===== src/rtl/seq_multiplier_pkg.sv =====
// Shared types and helpers for the iterative shift-add multiplier.
package seq_multiplier_pkg;

   // Widest operand the helpers below are sized for.
   localparam int MAX_W  = 16;
   localparam int MAX_PW = 2 * MAX_W;

   typedef enum logic [1:0] {
      IDLE = 2'd0,
      RUN  = 2'd1,
      DONE = 2'd2
   } state_e;

   // Product width for a given operand width.
   function automatic int prod_w(input int w);
      return 2 * w;
   endfunction

   // Counter width able to hold the value w.
   function automatic int cnt_w(input int w);
      return $clog2(w + 1);
   endfunction

   // Magnitude of a sign-extended two's complement value. The most negative
   // operand of any width <= MAX_W comes out as its positive unsigned value.
   function automatic logic [MAX_W-1:0] mag(input logic [MAX_W-1:0] v);
      return v[MAX_W-1] ? (~v + 1'b1) : v;
   endfunction

   // Conditionally negate a product in two's complement.
   function automatic logic [MAX_PW-1:0] apply_sign(input logic [MAX_PW-1:0] v,
                                                    input logic              neg);
      return neg ? (~v + 1'b1) : v;
   endfunction

endpackage


===== src/rtl/seq_multiplier_if.sv =====
// Launch/result bus between the calculator control FSM and the multiplier.
interface seq_multiplier_if #(
   parameter int WIDTH = 4
) ();
   import seq_multiplier_pkg::*;

   localparam int PROD_W = prod_w(WIDTH);

   logic              start;
   logic              signed_mode;
   logic [WIDTH-1:0]  a;
   logic [WIDTH-1:0]  b;
   logic              busy;
   logic              done;
   logic [PROD_W-1:0] product;

   modport master (
      output start, signed_mode, a, b,
      input  busy, done, product
   );

   modport slave (
      input  start, signed_mode, a, b,
      output busy, done, product
   );

endinterface


===== src/rtl/seq_multiplier.sv =====
// Iterative shift-add multiplier: one multiplier bit retired per clock,
// signed operands handled as sign-magnitude around an unsigned core.
module seq_multiplier
   import seq_multiplier_pkg::*;
#(
   parameter int WIDTH = 4
) (
   input  logic             clk,
   input  logic             rst,
   seq_multiplier_if.slave  bus
);

   localparam int PROD_W = prod_w(WIDTH);
   localparam int CNT_W  = cnt_w(WIDTH);

   state_e            state_q;
   logic [CNT_W-1:0]  cnt_q;
   // Upper half collects the partial product; lower half starts out holding
   // the multiplier magnitude, which is consumed LSB-first as product bits
   // shift in from above.
   logic [PROD_W-1:0] acc_q;
   logic [PROD_W-1:0] acc_d;
   logic [WIDTH-1:0]  mcand_q;
   logic              neg_q;
   logic              busy_q;
   logic              done_q;
   logic [PROD_W-1:0] product_q;
   logic [PROD_W-1:0] product_d;

   logic [WIDTH-1:0]  a_mag;
   logic [WIDTH-1:0]  b_mag;
   logic              neg_d;
   logic [WIDTH:0]    sum;

   // Operand conditioning at launch: magnitudes and result sign.
   always_comb begin
      a_mag = bus.a;
      b_mag = bus.b;
      neg_d = 1'b0;
      if (bus.signed_mode) begin
         a_mag = WIDTH'(mag(MAX_W'(signed'(bus.a))));
         b_mag = WIDTH'(mag(MAX_W'(signed'(bus.b))));
         neg_d = bus.a[WIDTH-1] ^ bus.b[WIDTH-1];
      end
   end

   // One add-and-shift step; the carry out of the add becomes the new MSB.
   always_comb begin
      sum       = {1'b0, acc_q[PROD_W-1:WIDTH]} + (acc_q[0] ? {1'b0, mcand_q} : '0);
      acc_d     = {sum, acc_q[WIDTH-1:1]};
      product_d = PROD_W'(apply_sign(MAX_PW'(acc_d), neg_q));
   end

   // Control FSM with counter, datapath registers and registered outputs.
   always_ff @(posedge clk) begin
      if (rst) begin
         state_q   <= IDLE;
         cnt_q     <= '0;
         acc_q     <= '0;
         mcand_q   <= '0;
         neg_q     <= 1'b0;
         busy_q    <= 1'b0;
         done_q    <= 1'b0;
         product_q <= '0;
      end else begin
         case (state_q)
            // DONE accepts a start exactly like IDLE, so back-to-back
            // operations run with no idle gap.
            IDLE, DONE: begin
               done_q  <= 1'b0;
               state_q <= IDLE;
               if (bus.start) begin
                  mcand_q <= a_mag;
                  acc_q   <= {{WIDTH{1'b0}}, b_mag};
                  neg_q   <= neg_d;
                  cnt_q   <= CNT_W'(WIDTH);
                  busy_q  <= 1'b1;
                  state_q <= RUN;
               end
            end
            // Fixed WIDTH-cycle run; no early exit on zero operands.
            RUN: begin
               acc_q <= acc_d;
               cnt_q <= cnt_q - 1'b1;
               if (cnt_q == CNT_W'(1)) begin
                  product_q <= product_d;
                  done_q    <= 1'b1;
                  busy_q    <= 1'b0;
                  state_q   <= DONE;
               end
            end
            default: begin
               state_q <= IDLE;
               busy_q  <= 1'b0;
               done_q  <= 1'b0;
            end
         endcase
      end
   end

   assign bus.busy    = busy_q;
   assign bus.done    = done_q;
   assign bus.product = product_q;

endmodule


===== src/flat_wrapper.sv =====
// flat-port wrapper written by rule: the top's interface ports become plain ports
module seq_multiplier_flat import seq_multiplier_pkg::*;
#(
   parameter int WIDTH = 4
)
  (clk, rst, bus_start, bus_signed_mode, bus_a, bus_b, bus_busy, bus_done, bus_product);
  seq_multiplier_if #(.WIDTH(WIDTH)) bus_i ();
  input  logic clk;
  input  logic rst;
  input wire logic [$bits(bus_i.start)-1:0] bus_start;
  input wire logic [$bits(bus_i.signed_mode)-1:0] bus_signed_mode;
  input wire logic [$bits(bus_i.a)-1:0] bus_a;
  input wire logic [$bits(bus_i.b)-1:0] bus_b;
  output wire logic [$bits(bus_i.busy)-1:0] bus_busy;
  output wire logic [$bits(bus_i.done)-1:0] bus_done;
  output wire logic [$bits(bus_i.product)-1:0] bus_product;
  assign bus_i.start = bus_start;
  assign bus_i.signed_mode = bus_signed_mode;
  assign bus_i.a = bus_a;
  assign bus_i.b = bus_b;
  assign bus_busy = bus_i.busy;
  assign bus_done = bus_i.done;
  assign bus_product = bus_i.product;
  seq_multiplier #(.WIDTH(WIDTH)) u_core (.clk(clk), .rst(rst), .bus(bus_i));
endmodule

===== config.mk =====
export PLATFORM = sky130hd
export DESIGN_NAME = seq_multiplier_flat
export DESIGN_NICKNAME = d
export VERILOG_FILES = /design/src/rtl/seq_multiplier_pkg.sv /design/src/rtl/seq_multiplier_if.sv /design/src/rtl/seq_multiplier.sv /design/src/flat_wrapper.sv
export SDC_FILE = /design/constraint.sdc
export NUM_CORES = 1
export LEC_CHECK = 0
export CAP_MARGIN = 40
export CELL_PAD_IN_SITES_DETAIL_PLACEMENT = 1
export CELL_PAD_IN_SITES_GLOBAL_PLACEMENT = 1
export CORE_ASPECT_RATIO = 2
export CORE_MARGIN = 2
export CORE_UTILIZATION = 39
export CTS_CLUSTER_SIZE = 10
export DETAILED_ROUTE_END_ITERATION = 12
export PLACE_DENSITY = 0.75
export SYNTH_ARGS = -nofsm -noshare
export SYNTH_HDL_FRONTEND = slang
export SYNTH_SLANG_ARGS = --single-unit

===== constraint.sdc =====
create_clock -name clk -period 2.92 [get_ports clk]
set_input_delay 0.438 -clock clk [delete_from_list [all_inputs] [get_ports clk]]
set_output_delay 0.438 -clock clk [all_outputs]
set_load 0.01 [all_outputs]

==> Word-level counts from Yosys, hierarchy flattened <==
Index checks and enable logic that the tools add are counted.
{ "totals": {"output_inout_bits": 10, "in_bits": 12, "word_cells": 48, "regBits": 28} }
{ "classes": {"muxes": 17, "eq_ne": 5, "bitwise": 5, "addsub": 5, "n_reduce_logical": 8} }
{ "op_table": {"columns": ["cell", "n"], "rows": [
  ["4-bit 2-to-1 mux", 5],
  ["8-bit 2-to-1 mux", 2],
  ["8-bit case mux with 2 select lines", 1],
  ["4-bit by 1-bit adder with 4-bit output (second input constant)", 2],
  ["8-bit by 1-bit adder with 8-bit output (second input constant)", 1],
  ["4-bit NOT", 2],
  ["8-bit NOT", 1],
  ["2-bit AND reduction", 4],
  ["3-bit case mux with 2 select lines", 1],
  ["4-bit by 5-bit adder with 5-bit output", 1],
  ["1-bit 2-to-1 mux", 4],
  ["2-bit case mux with 2 select lines", 1],
  ["2-bit OR reduction", 2],
  ["3-bit by 1-bit == test with 1-bit output (second input constant)", 1],
  ["3-bit 2-to-1 mux", 1],
  ["3-bit by 1-bit subtractor with 3-bit output (second input constant)", 1],
  ["2-bit by 1-bit == test with 1-bit output (second input constant)", 1],
  ["2-bit == test (second input constant)", 1],
  ["2-bit zero test", 1],
  ["2-bit 2-to-1 mux", 1],
  ["2-bit by 1-bit != test with 1-bit output (second input constant)", 1],
  ["2-bit != test (second input constant)", 1],
  ["1-bit case mux with 2 select lines", 1],
  ["2-bit nonzero test", 1],
  ["other kinds (2)", 2]
]} }

==> Depth between registers and ports, before layout <==
{ "logic_depth": {"ltp_word": 6, "mapped_depth": 8, "depth_no_buf": 8} }

==> Least setup slack after synthesis <==
No wires, ideal clock.
{ "synth_path": {"path_type": "reg2reg", "startpoint": "reg u_core.acc_q[0]", "endpoint": "reg u_core.product_q[7] (netlist: u_core.bus.product[7])", "t_required_ns": 2.846, "setup_time_ns": 0.074, "stages_incl_launch_ff": 8, "t_arrival_ns": 2.548, "path_slack_ns": 0.298, "cell_sequence": "dfxtp_1 -> and2_1 -> ha_1 -> fa_1 -> or3_4 -> or4_1 -> or4_1 -> a31oi_1"} }
{ "synth_via": {"elab_chain_cells": 5} }
{ "synth_rtl": {"columns": ["element", "line_no", "rtl"], "rows": [
  ["start, declared", "seq_multiplier.sv:21", "logic [PROD_W-1:0] acc_q;"],
  ["start signal, assigned", "seq_multiplier.sv:74", "acc_q <= {{WIDTH{1'b0}}, b_mag};"],
  ["4-bit 2-to-1 mux (*)", "seq_multiplier.sv:49", "sum = {1'b0, acc_q[PROD_W-1:WIDTH]} + (acc_q[0] ? {1'b0, mcand_q} : '0);"],
  ["4-bit by 5-bit adder with 5-bit output (*)", "seq_multiplier.sv:49", null],
  ["8-bit NOT", "seq_multiplier_pkg.sv:33", "return neg ? (~v + 1'b1) : v;"],
  ["8-bit by 1-bit adder with 8-bit output", "seq_multiplier_pkg.sv:33", null],
  ["8-bit 2-to-1 mux (*)", "seq_multiplier_pkg.sv:33", null],
  ["end signal, assigned", "seq_multiplier.sv:86", "product_q <= product_d;"],
  ["end, declared", "seq_multiplier.sv:27", "logic [PROD_W-1:0] product_q;"]
]} }
Mark *: on every way between the ends. The rest lies on a longest branch, timed or not.
A chain may end at the register's enable or synchronous reset.

==> Worst setup path after layout <==
{ "layout_path": {"startpoint": "reg u_core.mcand_q[0]", "endpoint": "reg u_core.product_q[7] (netlist: u_core.bus.product[7])"} }
{ "layout_via": {"elab_chain_cells": 5} }
{ "layout_rtl": {"columns": ["element", "line_no", "rtl"], "rows": [
  ["start, declared", "seq_multiplier.sv:23", "logic [WIDTH-1:0] mcand_q;"],
  ["start signal, assigned", "seq_multiplier.sv:73", "mcand_q <= a_mag;"],
  ["4-bit 2-to-1 mux (*)", "seq_multiplier.sv:49", null],
  ["4-bit by 5-bit adder with 5-bit output (*)", "seq_multiplier.sv:49", null],
  ["8-bit NOT", "seq_multiplier_pkg.sv:33", null],
  ["8-bit by 1-bit adder with 8-bit output", "seq_multiplier_pkg.sv:33", null],
  ["8-bit 2-to-1 mux (*)", "seq_multiplier_pkg.sv:33", null]
]} }
Marked as above.

==> flow_summary.ini <==
[route]
drtAntennaViolNets = 0
routed_wl_mm = 3.57
dr_total_vias = 1316
drtIter0Drc = 15
drt_pre_antenna_iters = 4
wire_per_inst_um = 14.6
routed_via_density = 5.39
drc = 0

[layout]
diodes = 0
finalCoreUtilization_pct = 49.3
fin_nets = 218
area_growth_pct = 21.0
final_cell_area_um2 = 1780
layout_common_cells = nor2_1, dfxtp_1, clkdlybuf4s50_1, a21oi_1, nand2_1
drive_gt1_share_pct = 6.67
fill_cells = 454

[worst_setup_path]
reg2reg_from = u_core.mcand_q[0]$_SDFFE_PP0P_
cp-startpoint = u_core.mcand_q[0]$_SDFFE_PP0P_
critPathSlowestCell = or4_1
worstPathArrival_ns = 2.96
crit_path_end_kind = register
start_kind = register
reg2regPathDepth = 7
required_ns = 3.13
cpPeakStageDelay_ns = 0.51
critical_path.cell_chain = and2_1 > ha_1 > fa_2 > or3_4 > or4_1 > or4_1 > a31oi_1
path_max_fanout = 3
r2r_slack_ns = 0.17
crit_top_cell = or4_1
r2r-end = u_core.bus.product[7]$_SDFFE_PP0P_
crit_end = u_core.bus.product[7]$_SDFFE_PP0P_
setup.worst_path.class = register to register

[yosys]
synthXorXnorAreaFrac_pct = 5.37
synth-compound-area-share_pct = 19.2
synthTopCellsByArea = dfxtp_1, ha_1, nor2_1
synth_fa_ha_area_share_pct = 9.03
yosysTopAreaCell = dfxtp_1
ys_ff_latch = 28
synthMuxAreaShare_pct = 0.681
postSynthCellCount = 174
synthSimpleGateAreaFrac_pct = 21.3
avgSynthCellArea_um2 = 8.44
synth.net_count = 196
synth_ff_type = dfxtp_1
synth_top_family_by_area = simple AND/OR/NAND/NOR gates
synth_top_area_share_pct = 38.2
ys_types = 33
async_flop_share_pct = 0
syn-cell-area_um2 = 1470
synth_edf_count = 0
yosysWarnings = 0
seq_area_frac_synth_pct = 38.2

[die]
design.die.area_um2 = 4300
die_y_um = 90.8
core_area_um2 = 3610
rows = 31
die_width_um = 47.4
ioPinCount = 22
initial_core_util_pct = 40.7

[place]
dpl_cell_area_um2 = 1720
dp_hpwl_mm = 2.88
port-buffer-count = 21
routabilityCongestion = 0.742

[global_route]
grtUsageMet1_pct = 18.6
use_met2_pct = 36.1
grt.total_usage_pct = 18.9
grt_pass1_wl_mm = 6.19
gr-usage-met3_pct = 1.40
gr-max-usage-layer = met2
grt_overflow_total = 0
antenna_found_initial = 0
grt_max_degree = 16
grt_pass1_vias = 1424

[timing]
setup-tns-final_ns = 0
rsz0062_at_grt = false
skew_ns = 0.00800
period_share_pct = 94.1
maxSlewHeadroom_pct = 61.8
setup_viol = 0
tightestPinTransition_ns = 0.571
finalHoldViolCount = 0
finalMaxSlewViolations = 0
fmax_mhz = 364
fin_crit_ns = 2.75

[min_path]
hold_class = register to register

[power]
power_w = 0.000794
p_leak_nw = 0.713
peakVddDrop_v = 0.000252
powerDensity_nw_per_um2 = 446

[clocking]
clkLatencyLatePin_ns = 0.27
cts.sinks = 28
tritoncts = done
cts_root_buf = clkbuf_8
h-tree-depth = 1
clockBufferDepth = 2
clk_pin_slew_ns = 0.10
cts_buffers = 3

[run]
maxCapViolations = 0

[outcome]
status = complete, no violations
[power breakdown]
part           internal [W]  switching, W
clock network      0.000121      0.000118
registers          0.000400     0.0000180
logic             0.0000622     0.0000745
[synth_stat cells, types with 4 or more instances]
master	instances
nand2_1	15
dfxtp_1	28
a211oi_1	6
clkbuf_1	4
ha_1	9
nand3_1	5
a21oi_1	16
a22oi_1	6
nor2_1	27
o31ai_1	6
xor2_1	6
inv_1	9
and2_1	4
[metal layers]
layer  wire (um)  up-vias
li1            -      651
met1        1310      641
met2        2160       20
met3          60        4
met4          42        0
met5           0        -
[registers in the layout (all words and copies together) (netlist names)]
register            flops
u_core.mcand_q          4
u_core.bus.done         1
u_core.bus.busy         1
u_core.neg_q            1
u_core.cnt_q            3
u_core.state_q          2
u_core.acc_q            8
u_core.bus.product      8
[logic make-up (layout without fill, tap and decap cells)]
group           after synthesis  after routing
flops                        28             28
mux                           1              1
buf+inv                      17             38
compound gates               43             43
simple gates                 66             66
fa+ha+maj                    10             10
xor+xnor                      9              9
[area by class of cell]
type / instances / area (um^2) / share of cell area (%)
Tap cell: 49 / 61.3 / 3.45
Sequential cell: 28 / 562 / 31.6
Clock buffer: 4 / 55.1 / 3.10
Multi-Input combinational cell: 129 / 818 / 46.0
Inverter: 9 / 33.8 / 1.90
Timing Repair Buffer: 25 / 248 / 13.9
[critical path, delay by kind of cell, from the launching register on]
kind,cells,cell delay (ns)
and+or+nand+nor,4,1.47
adders and majority gates,2,0.72
DFF,1,0.33
AOI/OAI and AO/OA,1,0.17
[how the worst min path moves through the flow]
stage | startpoint | to | slack [ns] | cells after the start
detailed placement | u_core.bus.product[5]$_SDFFE_PP0P_ | u_core.bus.product[5]$_SDFFE_PP0P_ | 0.45 | 2
finish | u_core.bus.product[5]$_SDFFE_PP0P_ | u_core.bus.product[5]$_SDFFE_PP0P_ | 0.46 | 2
global placement | u_core.bus.product[5]$_SDFFE_PP0P_ | u_core.bus.product[5]$_SDFFE_PP0P_ | 0.44 | 2
floorplan | u_core.mcand_q[0]$_SDFFE_PP0P_ | u_core.mcand_q[0]$_SDFFE_PP0P_ | 0.43 | 2
CTS | u_core.bus.product[5]$_SDFFE_PP0P_ | u_core.bus.product[5]$_SDFFE_PP0P_ | 0.46 | 2
global route | u_core.bus.product[5]$_SDFFE_PP0P_ | u_core.bus.product[5]$_SDFFE_PP0P_ | 0.48 | 2
[repair_timing]
item                                    in CTS  in global routing
resized for setup                            0                  2
hold buffers                                 0                  0
endpoints found under the setup margin       0                  1
setup buffers                                0                  0
[per-stage QoR]
| stage | hold WS, ns | cells | setup WS [ns] |
|---|---|---|---|
| 2_1_floorplan | 0.429 | 174 | 0.298 |
| 3_5_place_dp | 0.448 | 240 | 0.159 |
| 6_report | 0.458 | 244 | 0.171 |
| 4_1_cts | 0.463 | 244 | 0.120 |
| 5_1_grt | 0.476 | 244 | 0.00232 |
| 3_3_place_gp | 0.440 | 239 | 0.201 |
No activity file was read; power rests on OpenSTA's default activity.
